<file path="src/rtl/io_bridge_pkg.sv">
// Shared IO map and address decode for the CPU-side IO bridge.
// Holds the register addresses, the IO window mask and the access classifier.
package io_bridge_pkg;

  localparam logic [31:0] IO_DECODE_MASK = 32'h0003_0000;
  localparam logic [31:0] IO_ADDR_DATA   = 32'h0003_0000;
  localparam logic [31:0] IO_ADDR_CYCLE  = 32'h0003_0004;

  typedef enum logic [1:0] {
    SEL_NONE,
    SEL_DATA,
    SEL_CYCLE
  } io_sel_e;

  // SEL_CYCLE covers the whole 4-byte snapshot word at 0x30004..0x30007.
  function automatic io_sel_e io_decode(input logic [31:0] addr);
    if ((addr & IO_DECODE_MASK) != IO_DECODE_MASK) return SEL_NONE;
    if (addr == IO_ADDR_DATA) return SEL_DATA;
    if (addr[31:2] == IO_ADDR_CYCLE[31:2]) return SEL_CYCLE;
    return SEL_NONE;
  endfunction

endpackage

</file>
<file path="src/rtl/io_tx_fifo.sv">
// UART TX byte FIFO: push lands next cycle, head shown combinationally while count != 0.
// Pushes into a full FIFO without a same-cycle pop are dropped and latch overflow.
module io_tx_fifo #(
  parameter int DEPTH  = 8,
  parameter int MARGIN = 2
) (
  input  logic       clk,
  input  logic       rst_n,
  input  logic       push,
  input  logic [7:0] push_data,
  input  logic       ready,
  output logic [7:0] data,
  output logic       valid,
  output logic       full,
  output logic       overflow
);

  localparam int AW = $clog2(DEPTH);
  localparam logic [AW:0]   CNT_MAX = (AW + 1)'(DEPTH);
  localparam logic [AW:0]   CNT_ONE = (AW + 1)'(1);
  localparam logic [AW-1:0] PTR_ONE = AW'(1);

  logic [7:0]    mem [DEPTH];
  logic [AW-1:0] rd_ptr;
  logic [AW-1:0] wr_ptr;
  logic [AW:0]   count;
  logic [AW:0]   next_count;
  logic          pop;
  logic          accept;

  assign valid  = (count != '0);
  assign data   = mem[rd_ptr];
  assign pop    = valid && ready;
  assign accept = push && ((count != CNT_MAX) || pop);

  always_comb begin
    next_count = count;
    if (accept && !pop)      next_count = count + CNT_ONE;
    else if (!accept && pop) next_count = count - CNT_ONE;
  end

  always_ff @(posedge clk) begin
    if (accept) mem[wr_ptr] <= push_data;
  end

  // full looks at next_count so the CPU sees back-pressure one write early.
  always_ff @(posedge clk) begin
    if (!rst_n) begin
      rd_ptr   <= '0;
      wr_ptr   <= '0;
      count    <= '0;
      full     <= 1'b0;
      overflow <= 1'b0;
    end else begin
      if (pop)    rd_ptr <= rd_ptr + PTR_ONE;
      if (accept) wr_ptr <= wr_ptr + PTR_ONE;
      count <= next_count;
      full  <= (DEPTH - int'(next_count)) <= MARGIN;
      if (push && !accept) overflow <= 1'b1;
    end
  end

endmodule

</file>
<file path="src/rtl/io_bridge.sv">
// CPU IO bridge: UART TX/RX, cycle counter snapshot and program-stop detection.
// Reads return after exactly 1 cycle; TX back-pressure via registered io_buffer_full.
module io_bridge
  import io_bridge_pkg::*;
#(
  parameter int TX_DEPTH    = 8,
  parameter int FULL_MARGIN = 2
) (
  input  logic        clk_in,
  input  logic        rst_in,
  input  logic        rdy_in,
  input  logic [31:0] cpu_a,
  input  logic [7:0]  cpu_dout,
  input  logic        cpu_wr,
  output logic [7:0]  io_din,
  output logic        io_sel_q,
  output logic        io_buffer_full,
  output logic [7:0]  tx_data,
  output logic        tx_valid,
  input  logic        tx_ready,
  input  logic [7:0]  rx_data,
  input  logic        rx_valid,
  output logic        rx_pop,
  output logic        program_stop,
  output logic        tx_overflow
);

  io_sel_e     sel;
  logic        io_acc;
  logic        io_rd;
  logic        stop_wr;
  logic        push;
  logic [7:0]  push_data;
  logic [31:0] cycle_cnt;
  logic [31:0] snapshot;
  logic [31:0] snap_src;
  logic        stop_pending;

  assign io_acc    = rdy_in && ((cpu_a & IO_DECODE_MASK) == IO_DECODE_MASK);
  assign sel       = rdy_in ? io_decode(cpu_a) : SEL_NONE;
  assign io_rd     = io_acc && !cpu_wr;
  assign stop_wr   = cpu_wr && (sel == SEL_CYCLE) && (cpu_a == IO_ADDR_CYCLE);
  assign push      = stop_wr || (cpu_wr && (sel == SEL_DATA) && (cpu_dout != 8'h00));
  assign push_data = stop_wr ? 8'h00 : cpu_dout;
  assign rx_pop    = rst_in && io_rd && (sel == SEL_DATA) && rx_valid;

  // A read of the low byte returns the value being captured this very cycle.
  assign snap_src  = (cpu_a == IO_ADDR_CYCLE) ? cycle_cnt : snapshot;

  io_tx_fifo #(
    .DEPTH  (TX_DEPTH),
    .MARGIN (FULL_MARGIN)
  ) u_tx_fifo (
    .clk       (clk_in),
    .rst_n     (rst_in),
    .push      (push),
    .push_data (push_data),
    .ready     (tx_ready),
    .data      (tx_data),
    .valid     (tx_valid),
    .full      (io_buffer_full),
    .overflow  (tx_overflow)
  );

  always_ff @(posedge clk_in) begin
    if (!rst_in) begin
      cycle_cnt    <= '0;
      snapshot     <= '0;
      stop_pending <= 1'b0;
      program_stop <= 1'b0;
      io_din       <= 8'h00;
      io_sel_q     <= 1'b0;
    end else begin
      if (rdy_in) cycle_cnt <= cycle_cnt + 32'd1;
      io_sel_q <= io_rd;
      io_din   <= 8'h00;
      if (io_rd) begin
        case (sel)
          SEL_DATA:  io_din <= rx_valid ? rx_data : 8'h00;
          SEL_CYCLE: begin
            if (cpu_a == IO_ADDR_CYCLE) snapshot <= cycle_cnt;
            io_din <= 8'(snap_src >> {cpu_a[1:0], 3'b000});
          end
          default:   io_din <= 8'h00;
        endcase
      end
      if (stop_wr) stop_pending <= 1'b1;
      if (stop_pending && !tx_valid && !push) program_stop <= 1'b1;
    end
  end

endmodule

</file>
<file path="config.mk">
export PLATFORM = sky130hd
export DESIGN_NAME = io_bridge
export DESIGN_NICKNAME = d
export VERILOG_FILES = /design/src/rtl/io_bridge_pkg.sv /design/src/rtl/io_tx_fifo.sv /design/src/rtl/io_bridge.sv
export SDC_FILE = /design/constraint.sdc
export NUM_CORES = 1
export LEC_CHECK = 0
export BUFFER_PORTS_ARGS = -buffer_cell sky130_fd_sc_hd__clkbuf_2
export CAP_MARGIN = 10
export CORE_MARGIN = 2
export CORE_UTILIZATION = 40
export CTS_CLUSTER_SIZE = 20
export DETAILED_ROUTE_END_ITERATION = 8
export GPL_ROUTABILITY_DRIVEN = 0
export PLACE_DENSITY = 0.65
export SETUP_SLACK_MARGIN = 0.1
export SYNTH_ARGS = -nofsm -noshare
export SYNTH_HDL_FRONTEND = slang
export SYNTH_SLANG_ARGS = --single-unit
</file>
<file path="constraint.sdc">
create_clock -name clk_in -period 9.1 [get_ports clk_in]
set_clock_uncertainty 0.1 [all_clocks]
set_input_delay 0.455 -clock clk_in [delete_from_list [all_inputs] [get_ports clk_in]]
set_output_delay 0.455 -clock clk_in [all_outputs]
set_load 0.01 [all_outputs]
</file>
==> flow_summary.toml <==
[routing]
ant_nets = 0
drtIter0Drc = 354
vias = 4992
drt-wirelength-per-cell_um = 17.4
drtPass1Iterations = 4
routed_via_density = 5.36
drt-total-wl_um = 16200
drc_errors = 0

[placement]
dpl_cell_area_mm2 = 0.00744
hpwlAfterDp_um = 11200
port_buffers = 75

[cts]
clkSinkCount = 154
cts-htree-levels = 4
clock_latency_ps = 430
root_buffer = "clkbuf_16"
cts_resized = 0
hold_buffers = 0
path_clk_slew_ps = 60
post_cts_buffers = 0
clock_path_buffers = 2
cts_buffers = 17
cts_tree = "built"

[worst_setup_path]
critPathArrivalTime_ps = 4500
crit_type = "in2reg"
max_stage_delay_ps = 490
cp.buffers_inverters = 2
cp_slowest_cell = "or4b_1"
startpoint_type = "input pin"
critPathCaptureType = "flop"
cp_cell_sequence = "clkbuf_2 > and4bb_2 > nand4_4 > or2_2 > or3_1 > ha_1 > nand3_1 > o31ai_4 > and2_1 > a2bb2oi_1 > a21oi_1 > inv_1 > ha_1 > o221ai_1 > o2bb2ai_1 > or4b_1"
critPathRequiredTime_ps = 9300
crit_top_cell = "ha_1"
crit_fanout = 25
critPathTopFamily = "simple AND/OR/NAND/NOR gates"

[final_layout]
fin_nets = 762
drive_gt1_frac = 0.239
syn_to_final_growth_pct = 16.9
final_area_mm2 = 0.00805
antenna_cells = 0
fin_util = 0.482

[power_and_ir_drop]
vdd_drop_max_mv = 0.141
powerDensity_mw_per_mm2 = 221
switching_share = 0.261
p_leak_nw = 2.84
combPwrFrac = 0.155
clock_power_share = 0.407
p_sw_mw = 0.463
power_frac_seq = 0.437
intPower_mw = 1.31

[job]
max_cap_violations = 0

[synth]
yosysWarnings = 0
synth-edff-count = 64
synth.top_cell.area_share = 0.279
synth_cell_type_count = 57
syn-instance-count = 634
ys_top_cells_by_area = "edfxtp_1 28%, dfxtp_1 26%, mux4_2 5.2%"
post-synth-top-area-cell = "edfxtp_1"
ys_seq_area_frac = 0.541
ys.flop_type = "dfxtp_1"
netlist_area_mm2 = 0.00689
syn_avg_cell_area_um2 = 10.9
async_flop_share = 0
synth_nets = 697
ys_seq_elements = 154

[timing]
maxSlewViolCount = 0
worst_slew_margin_rel = 0.279
tns_ps = 0
hold_viol_final = 0
clock.fmax_mhz = 233
tightest_slew_ps = 1080
rsz0062_at_grt = "no"
final.min_clock_period_ps = 4300
post-route-period-util = 0.472
setup_viol = 0

[floorplan]
core-area_mm2 = 0.0167
ios = 76
dieArea_mm2 = 0.0183
row_count = 47
fp.dieW_um = 135
dieHeight_um = 135
start_util = 0.412

[global_routing]
antenna_found_initial = 0
grt_max_degree = 67
grt_pass1_vias = 5179
overflow = 0
grt_usage = 0.189
grt_pass1_wl_um = 26500

[outcome]
status = "complete, no violations"

[min_path]
min_path_type = "in2reg"
-- cell usage in the layout, fill, tap and decap left out, types with 4 or more instances in the layout --
cell type / count
and2_1: 13
o211ai_1: 8
xor2_1: 20
nor4_1: 5
a22oi_1: 8
nand3_1: 20
mux2_2: 24
inv_6: 4
a21oi_1: 53
edfxtp_1: 64
clkbuf_16: 19
inv_1: 10
nor3_1: 9
xnor2_1: 11
nand2b_1: 11
mux4_2: 16
or2_2: 4
dfxtp_1: 90
and3_1: 9
mux2i_1: 6
buf_4: 5
clkbuf_2: 75
or3_1: 10
nor2_1: 54
nor4_2: 4
nand4_1: 11
nand2_1: 87
o21ai_0: 7
ha_1: 9
-- Yosys cell counts, types with 4 or more instances --
master and number:
dfxtp_1 90, nand2_1 87, edfxtp_1 64, nor2_1 54, a21oi_1 53, clkbuf_1 26
mux2_2 24, nand3_1 20, xor2_1 20, mux4_2 16, and2_1 13, nand2b_1 11
nand4_1 11, xnor2_1 11, inv_1 10, or3_1 10, and3_1 9, ha_1 9
nor3_1 9, a22oi_1 8, o211ai_1 8, o21ai_0 7, buf_1 6, mux2i_1 6
nor4_1 5, nor4_2 4, or2_2 4
-- routing by layer --
| metal | GRT usage | share of wire | vias to the layer above |
|---|---|---|---|
| met1 | 0.231 | 0.43 | 2430 |
| met2 | 0.327 | 0.50 | 114 |
| met4 | 0.0648 | 0.019 | 0 |
| met3 | 0.0438 | 0.048 | 25 |
| met5 | 0 | 0 | - |
| li1 | - | - | 2423 |
-- cells by family after synthesis --
| family | Yosys count | synth area share |
|---|---|---|
| AO/OA/AOI/OAI | 90 | 0.0848 |
| multiplexers | 46 | 0.100 |
| XOR/XNOR | 31 | 0.0394 |
| adder cells (fa/ha/maj) | 9 | 0.0163 |
| buffers and inverters | 45 | 0.0258 |
| AND/OR/NAND/NOR | 259 | 0.193 |
| flip-flops | 154 | 0.541 |
-- worst register-to-register path, delay by kind of cell (launching register included) --
kind,cells,cell delay (ps)
AOI/OAI and AO/OA,4,690
adders and majority gates,2,520
buffers and inverters,2,210
DFF,1,360
and+or+nand+nor,4,1330
-- metrics by stage --
stage	setup slack (ps)	instances	total power [mW]	hold WS, ps
floorplan	5060	634	0.990	327
global placement	4520	900	1.06	336
detailed placement	4370	900	1.07	344
CTS	4830	932	1.79	239
global route	4560	932	1.85	257
finish	4800	932	1.78	252
-- final cells by class --
class | count | area, um2
repair buffers | 80 | 413
multi-input cells | 435 | 2990
fillers | 1542 | 8650
flip-flops and latches | 154 | 3720
inverters | 11 | 41.3
clock buffers | 20 | 479
well taps | 220 | 275
clock inverters | 12 | 133
-- power by group through the flow --
stage / Sequential (mW) / Clock [mW] / Combinational [mW]
finish: 0.777 / 0.723 / 0.276
CTS: 0.778 / 0.736 / 0.276
floorplan: 0.760 / 0 / 0.231
global route: 0.783 / 0.762 / 0.305
global placement: 0.792 / 0 / 0.263
detailed placement: 0.793 / 0 / 0.274
-- flip-flops by register name, summed over array words and instances (netlist names), named ones only --
| register | count |
|---|---|
| cycle_cnt | 32 |
| io_sel_q | 1 |
| io_din | 8 |
| stop_pending | 1 |
| u_tx_fifo.wr_ptr | 3 |
| u_tx_fifo.overflow | 1 |
| u_tx_fifo.mem | 64 |
| snapshot | 32 |
| program_stop | 1 |
| u_tx_fifo.rd_ptr | 3 |
| u_tx_fifo.full | 1 |
| u_tx_fifo.count | 3 |
-- final timing paths --
path	start	to	slack, ps	cells past startpoint
worst max-delay path	cpu_a[1]	u_tx_fifo.full	4800	16
worst min-delay path	rx_data[3]	io_din[3]	250	3
worst max register to register	u_tx_fifo.count[0]	u_tx_fifo.full	5790	12
worst min register to register	snapshot[23]	snapshot[23]	350	2
(Power assumes the default switching activity.)
